===== config.mk =====
export PLATFORM = sky130hd
export DESIGN_NAME = vga_receiver
export DESIGN_NICKNAME = d
export VERILOG_FILES = /design/src/rtl/vga_receiver.sv
export SDC_FILE = /design/constraint.sdc
export NUM_CORES = 1
export LEC_CHECK = 0
export BUFFER_PORTS_ARGS = -buffer_cell sky130_fd_sc_hd__buf_2
export CORE_UTILIZATION = 30
export CTS_CLUSTER_SIZE = 30
export DETAILED_ROUTE_END_ITERATION = 7
export GPL_TIMING_DRIVEN = 0
export MAX_ROUTING_LAYER = met4
export PLACE_DENSITY = 0.56
export SLEW_MARGIN = 30
export SYNTH_ARGS = -nofsm -noshare
export SYNTH_HDL_FRONTEND = slang
export SYNTH_SLANG_ARGS = --single-unit

===== constraint.sdc =====
create_clock -name clock -period 8 [get_ports clock]
set_input_delay 1.6 -clock clock [delete_from_list [all_inputs] [get_ports clock]]
set_output_delay 1.6 -clock clock [all_outputs]
set_load 0.01 [all_outputs]

===== src/rtl/vga_receiver.sv =====
// VGA sink: recovers pixel coordinates from negative-polarity hsync/vsync,
// checks line and frame lengths against nominal timing, reports lock/errors.
module vga_receiver #(
  parameter int H_TOTAL     = 800,
  parameter int H_SYNC      = 96,
  parameter int H_BACK      = 48,
  parameter int H_ACTIVE    = 640,
  parameter int V_TOTAL     = 525,
  parameter int V_SYNC      = 2,
  parameter int V_BACK      = 33,
  parameter int V_ACTIVE    = 480,
  parameter int LOCK_FRAMES = 2
) (
  input  logic       clock,
  input  logic       res,
  input  logic       horizontalSync,
  input  logic       verticalSync,
  input  logic [3:0] red,
  input  logic [3:0] green,
  input  logic [3:0] blue,
  output logic [9:0] pixelX,
  output logic [9:0] pixelY,
  output logic       active,
  output logic [3:0] redOut,
  output logic [3:0] greenOut,
  output logic [3:0] blueOut,
  output logic       frameStart,
  output logic       locked,
  output logic [7:0] errorCount
);
  localparam logic [10:0] H_LO   = 11'(H_SYNC + H_BACK);
  localparam logic [10:0] H_HI   = 11'(H_SYNC + H_BACK + H_ACTIVE);
  localparam logic [9:0]  V_LO   = 10'(V_SYNC + V_BACK);
  localparam logic [9:0]  V_HI   = 10'(V_SYNC + V_BACK + V_ACTIVE);
  localparam logic [11:0] H_TOT  = 12'(H_TOTAL);
  localparam logic [10:0] V_TOT  = 11'(V_TOTAL);
  localparam logic [3:0]  LOCK_N = 4'(LOCK_FRAMES);
  localparam logic [10:0] H_MAX  = 11'h7ff;

  typedef enum logic [1:0] {SEARCH, VERIFY, LOCKED} state_t;

  // sync inputs and RGB share the same two-stage delay so they stay aligned
  logic [1:0]  hs_sync, vs_sync;
  logic        hs_prev, vs_prev;
  logic [11:0] rgb_d1, rgb_d2;
  logic        hs_fall, vs_fall;

  always_ff @(posedge clock or negedge res) begin
    if (!res) begin
      hs_sync <= '0;
      vs_sync <= '0;
      hs_prev <= 1'b0;
      vs_prev <= 1'b0;
      rgb_d1  <= '0;
      rgb_d2  <= '0;
    end else begin
      hs_sync <= {hs_sync[0], horizontalSync};
      vs_sync <= {vs_sync[0], verticalSync};
      hs_prev <= hs_sync[1];
      vs_prev <= vs_sync[1];
      rgb_d1  <= {red, green, blue};
      rgb_d2  <= rgb_d1;
    end
  end

  assign hs_fall = hs_prev & ~hs_sync[1];
  assign vs_fall = vs_prev & ~vs_sync[1];

  // h_now/l_now are the coordinates of the sample currently at the sync output
  logic [10:0] h_q, h_now;
  logic [9:0]  l_q, l_now;
  logic        seen_hs, seen_vs, to_flag;
  logic [10:0] measured;
  logic        bad_line, bad_frame, timeout, err_any;

  always_comb begin
    h_now = h_q;
    if (hs_fall)           h_now = '0;
    else if (h_q != H_MAX) h_now = h_q + 11'd1;
    l_now = l_q;
    if (vs_fall)           l_now = '0;
    else if (hs_fall)      l_now = l_q + 10'd1;
  end

  // a hsync coincident with vsync closes the old frame's last line
  assign measured  = {1'b0, l_q} + {10'd0, hs_fall};
  assign bad_line  = hs_fall & seen_hs & (({1'b0, h_q} + 12'd1) != H_TOT);
  assign bad_frame = vs_fall & seen_vs & (measured != V_TOT);
  assign timeout   = (h_now == H_MAX) & ~to_flag;
  assign err_any   = bad_line | bad_frame | timeout;

  always_ff @(posedge clock or negedge res) begin
    if (!res) begin
      h_q     <= '0;
      l_q     <= '0;
      seen_hs <= 1'b0;
      seen_vs <= 1'b0;
      to_flag <= 1'b0;
    end else begin
      h_q     <= h_now;
      l_q     <= l_now;
      seen_hs <= seen_hs | hs_fall;
      seen_vs <= seen_vs | vs_fall;
      to_flag <= hs_fall ? 1'b0 : (to_flag | timeout);
    end
  end

  // lock FSM: state register / next state / output
  state_t     state_q, state_d;
  logic [3:0] gf_q, gf_d, gf_inc;
  logic       lock_d;

  always_ff @(posedge clock or negedge res) begin
    if (!res) begin
      state_q <= SEARCH;
      gf_q    <= '0;
    end else begin
      state_q <= state_d;
      gf_q    <= gf_d;
    end
  end

  assign gf_inc = gf_q + 4'd1;

  always_comb begin
    state_d = state_q;
    gf_d    = gf_q;
    case (state_q)
      SEARCH: if (vs_fall) begin
        state_d = VERIFY;
        gf_d    = '0;
      end
      VERIFY: begin
        if (err_any) gf_d = '0;
        else if (vs_fall && seen_vs) begin
          gf_d = gf_inc;
          if (gf_inc >= LOCK_N) state_d = LOCKED;
        end
      end
      LOCKED: if (err_any) begin
        state_d = VERIFY;
        gf_d    = '0;
      end
      default: begin
        state_d = SEARCH;
        gf_d    = '0;
      end
    endcase
  end

  always_comb begin
    lock_d = (state_d == LOCKED);
  end

  // output register stage
  logic       act_d;
  logic [9:0] px_d, py_d;
  logic [8:0] err_sum;
  logic [7:0] err_d;

  assign act_d   = (h_now >= H_LO) && (h_now < H_HI) && (l_now >= V_LO) && (l_now < V_HI);
  assign px_d    = h_now[9:0] - H_LO[9:0];
  assign py_d    = l_now - V_LO;
  assign err_sum = {1'b0, errorCount} + {8'd0, bad_line} + {8'd0, bad_frame} + {8'd0, timeout};
  assign err_d   = err_sum[8] ? 8'hff : err_sum[7:0];

  always_ff @(posedge clock or negedge res) begin
    if (!res) begin
      pixelX     <= '0;
      pixelY     <= '0;
      active     <= 1'b0;
      redOut     <= '0;
      greenOut   <= '0;
      blueOut    <= '0;
      frameStart <= 1'b0;
      locked     <= 1'b0;
      errorCount <= '0;
    end else begin
      pixelX     <= act_d ? px_d : '0;
      pixelY     <= act_d ? py_d : '0;
      active     <= act_d;
      {redOut, greenOut, blueOut} <= act_d ? rgb_d2 : 12'd0;
      frameStart <= vs_fall;
      locked     <= lock_d;
      errorCount <= err_d;
    end
  end
endmodule


Word-level counts from Yosys, hierarchy flattened --
Cells that the tools add are included. W data, S select, Z words.
Word-level totals: bits in registers 103, bits in latches 0, memory bits (writable) 0, memory bits (read-only) 0, bits of input ports 16, output and inout port bits 43, logic and storage cells 88, memories kept 0
Cells by class: add/sub/neg operators 10, $mul 0, div/mod/pow operators 0, magnitude comparators 5, equality and inequality tests 10, shift operators 0, multiplexer cells 20, bitwise operators 15, reduce and logical (&&, ||, !) cells 6
Operators by type and width (number):
- $mux W10 | 4
- $mux W11 | 2
- $add A9 B1 Y9 | 2
- $mux W4 | 4
- $add A11 B1 Y12 const B | 1
- $mux W12 | 1
- $ne A12 B10 Y1 const B | 1
- $pmux W4 S3 | 1
- $add A10 B1 Y11 | 1
- $add A11 B1 Y11 const B | 1
- $eq A11 B11 Y1 const B | 1
- $ge A11 B8 Y1 const B | 1
- $lt A11 B10 Y1 const B | 1
- $ne A11 B10 Y1 const B | 1
- $ne A11 B11 Y1 const B | 1
- $add A10 B1 Y10 const B | 1
- $ge A10 B6 Y1 const B | 1
- $lt A10 B10 Y1 const B | 1
- $mux W2 | 5
- $sub A10 B6 Y10 const B | 1
- $sub A10 B8 Y10 const B | 1
- $add A8 B1 Y9 | 1
- $mux W8 | 1
- $and A1 B1 Y1 | 7
- other kinds (13) | 24

Depth between registers and ports, before layout --
word-level depth 10, gate-level depth with buffers 18

Worst setup path after synthesis --
OpenSTA, ideal clock, no wires.
path kind reg2reg, start reg h_q[0], end reg errorCount[4], library setup time 0.127 ns, data arrival time 4.251 ns, data required time 7.873 ns, slack 3.621 ns, cell stages (with the launch flop) 18, buffers on the path 1, cell sequence dfrtp_1 > ha_1 > nand2_2 > nor4_4 > nor2_1 > nor2_1 > ha_1 > o2111ai_1 > or3_1 > or4b_4 > buf_6 > inv_1 > fa_1 > ha_1 > fa_1 > nand3_1 > xor2_1 > nand2_1
Between the ends: cells in the longest elaborated chain, start to end 7, elaborated cells on any way between the ends 13, classes of those cells add/sub: 5; eq/ne: 3; mux: 3; bitwise: 2
Ends and longest elaborated chain:
- start, declared | RTL line 70 | logic [10:0] h_q, h_now;
- start signal, assigned | RTL line 100 | h_q <= h_now;
- $add A11 B1 Y11 / $ne A11 B11 Y1 (equally long branches) | RTL line 79 | else if (h_q != H_MAX) h_now = h_q + 11'd1;
- $mux W11 (*) | RTL line 79
- $mux W11 (*) | RTL line 78 | if (hs_fall) h_now = '0;
- named net h_now[4] | RTL line 70
- $eq A11 B11 Y1 (*) | RTL line 89 | assign timeout = (h_now == H_MAX) & ~to_flag;
- $and A1 B1 Y1 (*) | RTL line 89
- $add A9 B1 Y9 (*) | RTL line 164 | assign err_sum = {1'b0, errorCount} + {8'd0, bad_line} + {8'd0, bad_frame} + {8'd0, timeout};
- $mux W8 (*) | RTL line 165 | assign err_d = err_sum[8] ? 8'hff : err_sum[7:0];
- named net err_d[4] | RTL line 159 | logic [7:0] err_d;
- end signal, assigned | RTL line 185 | errorCount <= err_d;
- end, declared | RTL line 29 | output logic [7:0] errorCount
Mark *: on every way through the listed nets, which the timed path passes. The rest lies on a longest branch. A chain may end at the register's enable or synchronous reset.

Final worst setup path --
start reg h_q[0], end reg errorCount[3]
Same word-level chain as after synthesis.

==> run summary <==
The clock period minus final worst setup slack works out to 5.136 ns. The flow ran to the end, and the final reports show no timing, DRC or antenna violations. Entering global routing, the biggest net connects 57 pins.

The via count of the first global-routing pass is 3403, and the smallest hold slack is 0.3492 ns. TritonCTS built the clock tree. The run gives 0 as the initial antenna violation count.

The HPWL after detailed placement is 7328 um. In this run the horizontal extent of the chip is 125.8 um. The pre-antenna-repair detailed-routing pass consisted of 5 iterations.

For the net count after synthesis, the log shows 447. The area growth from synthesis to layout came out at 18.64%. The worst setup path is of the flop to flop kind.

The congestion estimate from routability-driven global placement came to 0.8236. For this run, asynchronously set or reset flops after synthesis account for 100.0%. The count of buffers added on input and output ports is 58. In this run the register-to-register setup slack is 2.86 ns. In this run the critical register-to-register path is captured at errorCount[3]. The worst-path maximum fanout works out to 8.

The tools report the number of buffers inserted for hold repair after clock tree synthesis as 0. VDD sags by at most 107.2 uV. At the pin with the least slew margin, the transition time is 0.5980 ns. Adding up every negative setup slack in the final design gives 0 ns.

The capturing element type of the critical path was a flop. For the final database, setup skew stands at 0.007844 ns. The run gives 66 as the number of distinct library cells after synthesis. The effective utilization at floorplan was 31.16%; the post-synth design cell area was 4597 sq um. The total die area came out at 15820 sq um. STA classifies the critical path startpoint as a flop. The library cells used most frequently in the layout, excluding fill and tap cells, are sky130_fd_sc_hd__dfrtp_1 (103), sky130_fd_sc_hd__buf_2 (59), sky130_fd_sc_hd__nor2_1 (33). The path type of the worst min-delay path was flop to flop.

During I/O placement, the number of pins put on the boundary was 59. The power per standard cell area was 228.4 nW/um^2. The most common cell after layout, fill and taps aside is sky130_fd_sc_hd__dfrtp_1. Area of the multi-input gates: 1867 sq um.

Start point of the critical path: h_q[0]. Static timing analysis puts the maximum clock frequency at 0.1947 GHz. After clock tree synthesis, the repair step resized 0 gates.

Across all layers, the routed design uses 3415 vias. Setup violations remaining at the end of the flow were counted as 0. Capture point of the critical path: errorCount[3]. In this run the critical register-to-register path is launched from h_q[0]. Measured against its own limit, the worst slew margin works out to 59.89%.

The tools report the number of buffers inserted to repair setup after CTS as 0. The count of nets left with antenna violations once routing finished came out at 0. The final critical path takes up 64.20% of the cycle. The flop and latch count out of synthesis works out to 103.

Number of enable-type register cells in the synthesized netlist: 0. Data on the critical path is required at its endpoint by 8.23 ns. The share of the synthesized area in the top cell type was 56.07%. The clock slew at the register clock pins of the worst setup and hold paths was 0.08 ns; the share of cells above drive strength 1 was 18.50%. The run gives 56.07% as the share of the yosys chip area belonging to registers. Setup repair after global routing left no endpoint under its margin. The net count of the finished layout is 517.

Data arrives at the worst endpoint at 5.36 ns. In this run, placement finished with an instance count of 660. The sequential cells in the finished layout cover a total of 2577 sq um. In the global route stage, overall resource usage came out at 14.58%.

Cell type with the highest aggregate area in the netlist: sky130_fd_sc_hd__dfrtp_1. For the worst-skew pair, the clock arrives at the later sink with an insertion delay of 0.36 ns. In this run the mean area of a mapped cell was 11.02 sq um. Buffers inserted during clock tree synthesis total 9. Summed over all layers, the global routing overflow is 0. For the post-layout total power, the log shows 1.246 mW.

The Yosys step of the flow raised 0 warnings. The height of the die is 125.8 um. Via density per instance: 5.052.

After synthesis, the cell types taking the most area are sky130_fd_sc_hd__dfrtp_1 (56%), sky130_fd_sc_hd__ha_1 (3.3%), sky130_fd_sc_hd__xnor2_1 (2.9%), sky130_fd_sc_hd__nor2_1 (2.7%), sky130_fd_sc_hd__nor3b_1 (2.4%). The floorplan has 44 rows. Core area: 14750 sq um.

Count of inserted antenna diode cells: 0. The master cell of the clock root buffer was sky130_fd_sc_hd__clkbuf_16. The number of DRC violations after detailed-routing iteration 0 came out at 203.

The finished layout holds 676 standard cells, fillers aside. Clock tree synthesis found a total of 103 sinks. The standby leakage power is 2.542 nW, and the total routed wirelength is 10390 um. The final count of hold timing violations was 0; the count of filler cells inserted in the layout was 1445. For the worst flop-to-flop path, the logic depth is 16. The H-tree generated during clock tree synthesis spans 3 levels. The tools report the DRC violation count after routing as 0. The tool flagged a number of max-cap violations equal to 0. Dividing the detail-routed wire length by the instance count gives 15.37 um. The number of pins exceeding their max-slew limit in the final report came out at 0. Leading register cell type out of synthesis: sky130_fd_sc_hd__dfrtp_1. The first global-routing pass estimated 17670 um of wire. Synthesis produced a netlist whose cell count is 417. In this run the deepest clock path goes through 2 buffers.
==> power breakdown <==
group / switching (mW) / internal (mW) / leakage, nW
sequential: 0.0427 / 0.562 / 1.33
clock: 0.218 / 0.221 / 0.149
combinational: 0.120 / 0.0818 / 1.06
total: 0.381 / 0.865 / 2.54
==> registers in the layout, summed over array words and instances (netlist names), 8 cells and up <==
signal,count
errorCount,8
rgb_d2,12
h_q,11
pixelY,10
rgb_d1,12
l_q,10
pixelX,10
==> cells in the mapped netlist (all sizes together) (11+ instances only) <==
cell    number
o21ai       13
nor2        34
nor3        17
xnor2       15
nand3       19
nand2       24
a21oi       17
clkbuf      11
dfrtp      103
ha          12
inv         22
nor3b       15
==> layout make-up <==
class,count,share of cell area (%)
Sequential cell,103,47.26
Tap cell,184,4.221
Multi-Input combinational cell,276,34.23
Clock buffer,9,4.129
Clock inverter,7,1.422
Inverter,23,1.583
Buffer,15,1.216
Timing Repair Buffer,59,5.942
==> per-layer routing <==
metal  routed length [um]  track usage [%]
met3                  405            2.889
met5                    0                -
met2                 4821            21.96
met1                 5015            19.49
met4                  148            5.386
==> critical path, stage by stage, from the launching register on <==
cell and delay (ns):
sky130_fd_sc_hd__dfrtp_1 0.47, sky130_fd_sc_hd__ha_1 0.29, sky130_fd_sc_hd__nand2_2 0.16, sky130_fd_sc_hd__nor4_4 0.58, sky130_fd_sc_hd__nor2_1 0.15, sky130_fd_sc_hd__nor2_1 0.33
sky130_fd_sc_hd__ha_1 0.24, sky130_fd_sc_hd__o2111ai_1 0.13, sky130_fd_sc_hd__or3_1 0.36, sky130_fd_sc_hd__or4b_4 0.55, sky130_fd_sc_hd__buf_6 0.15, sky130_fd_sc_hd__inv_1 0.06
sky130_fd_sc_hd__fa_1 0.42, sky130_fd_sc_hd__ha_1 0.22, sky130_fd_sc_hd__fa_1 0.48, sky130_fd_sc_hd__nand4_1 0.27, sky130_fd_sc_hd__o21ai_0 0.14
==> per-stage QoR <==
stage | area [sq um] | worst slack (ns) | utilization [%]
after floorplan | 4597 | 3.621 | -
after global placement | 5117 | 2.862 | 34.68
after detailed placement | 5151 | 2.865 | 34.91
after CTS | 5454 | 2.810 | 36.97
after global routing | 5454 | 2.517 | 36.97
final | 5454 | 2.864 | 36.97
==> how the worst min path moves through the flow <==
stage	from	endpoint	slack (ns)	cells past startpoint
final	rgb_d1[2]	rgb_d2[2]	0.35	0
after global routing	rgb_d1[5]	rgb_d2[5]	0.36	0
after CTS	rgb_d1[4]	rgb_d2[4]	0.35	0
after detailed placement	rgb_d1[4]	rgb_d2[4]	0.33	0
after global placement	vs_sync[0]	vs_sync[1]	0.33	0
after floorplan	hs_sync[0]	hs_sync[1]	0.33	0
==> cell families (layout without fill, tap and decap cells) <==
group                    count (synthesis)  after routing  synth area share (%)
AO/OA/AOI/OAI                           75             75                 11.54
XOR/XNOR                                22             22                 4.192
adder cells (fa/ha/maj)                 14             14                 4.137
buffers and inverters                   38            113                 3.320
flip-flops                             103            103                 56.07
multiplexers                             4              4                0.8710
AND/OR/NAND/NOR                        161            161                 19.87
(Power assumes the default switching activity.)
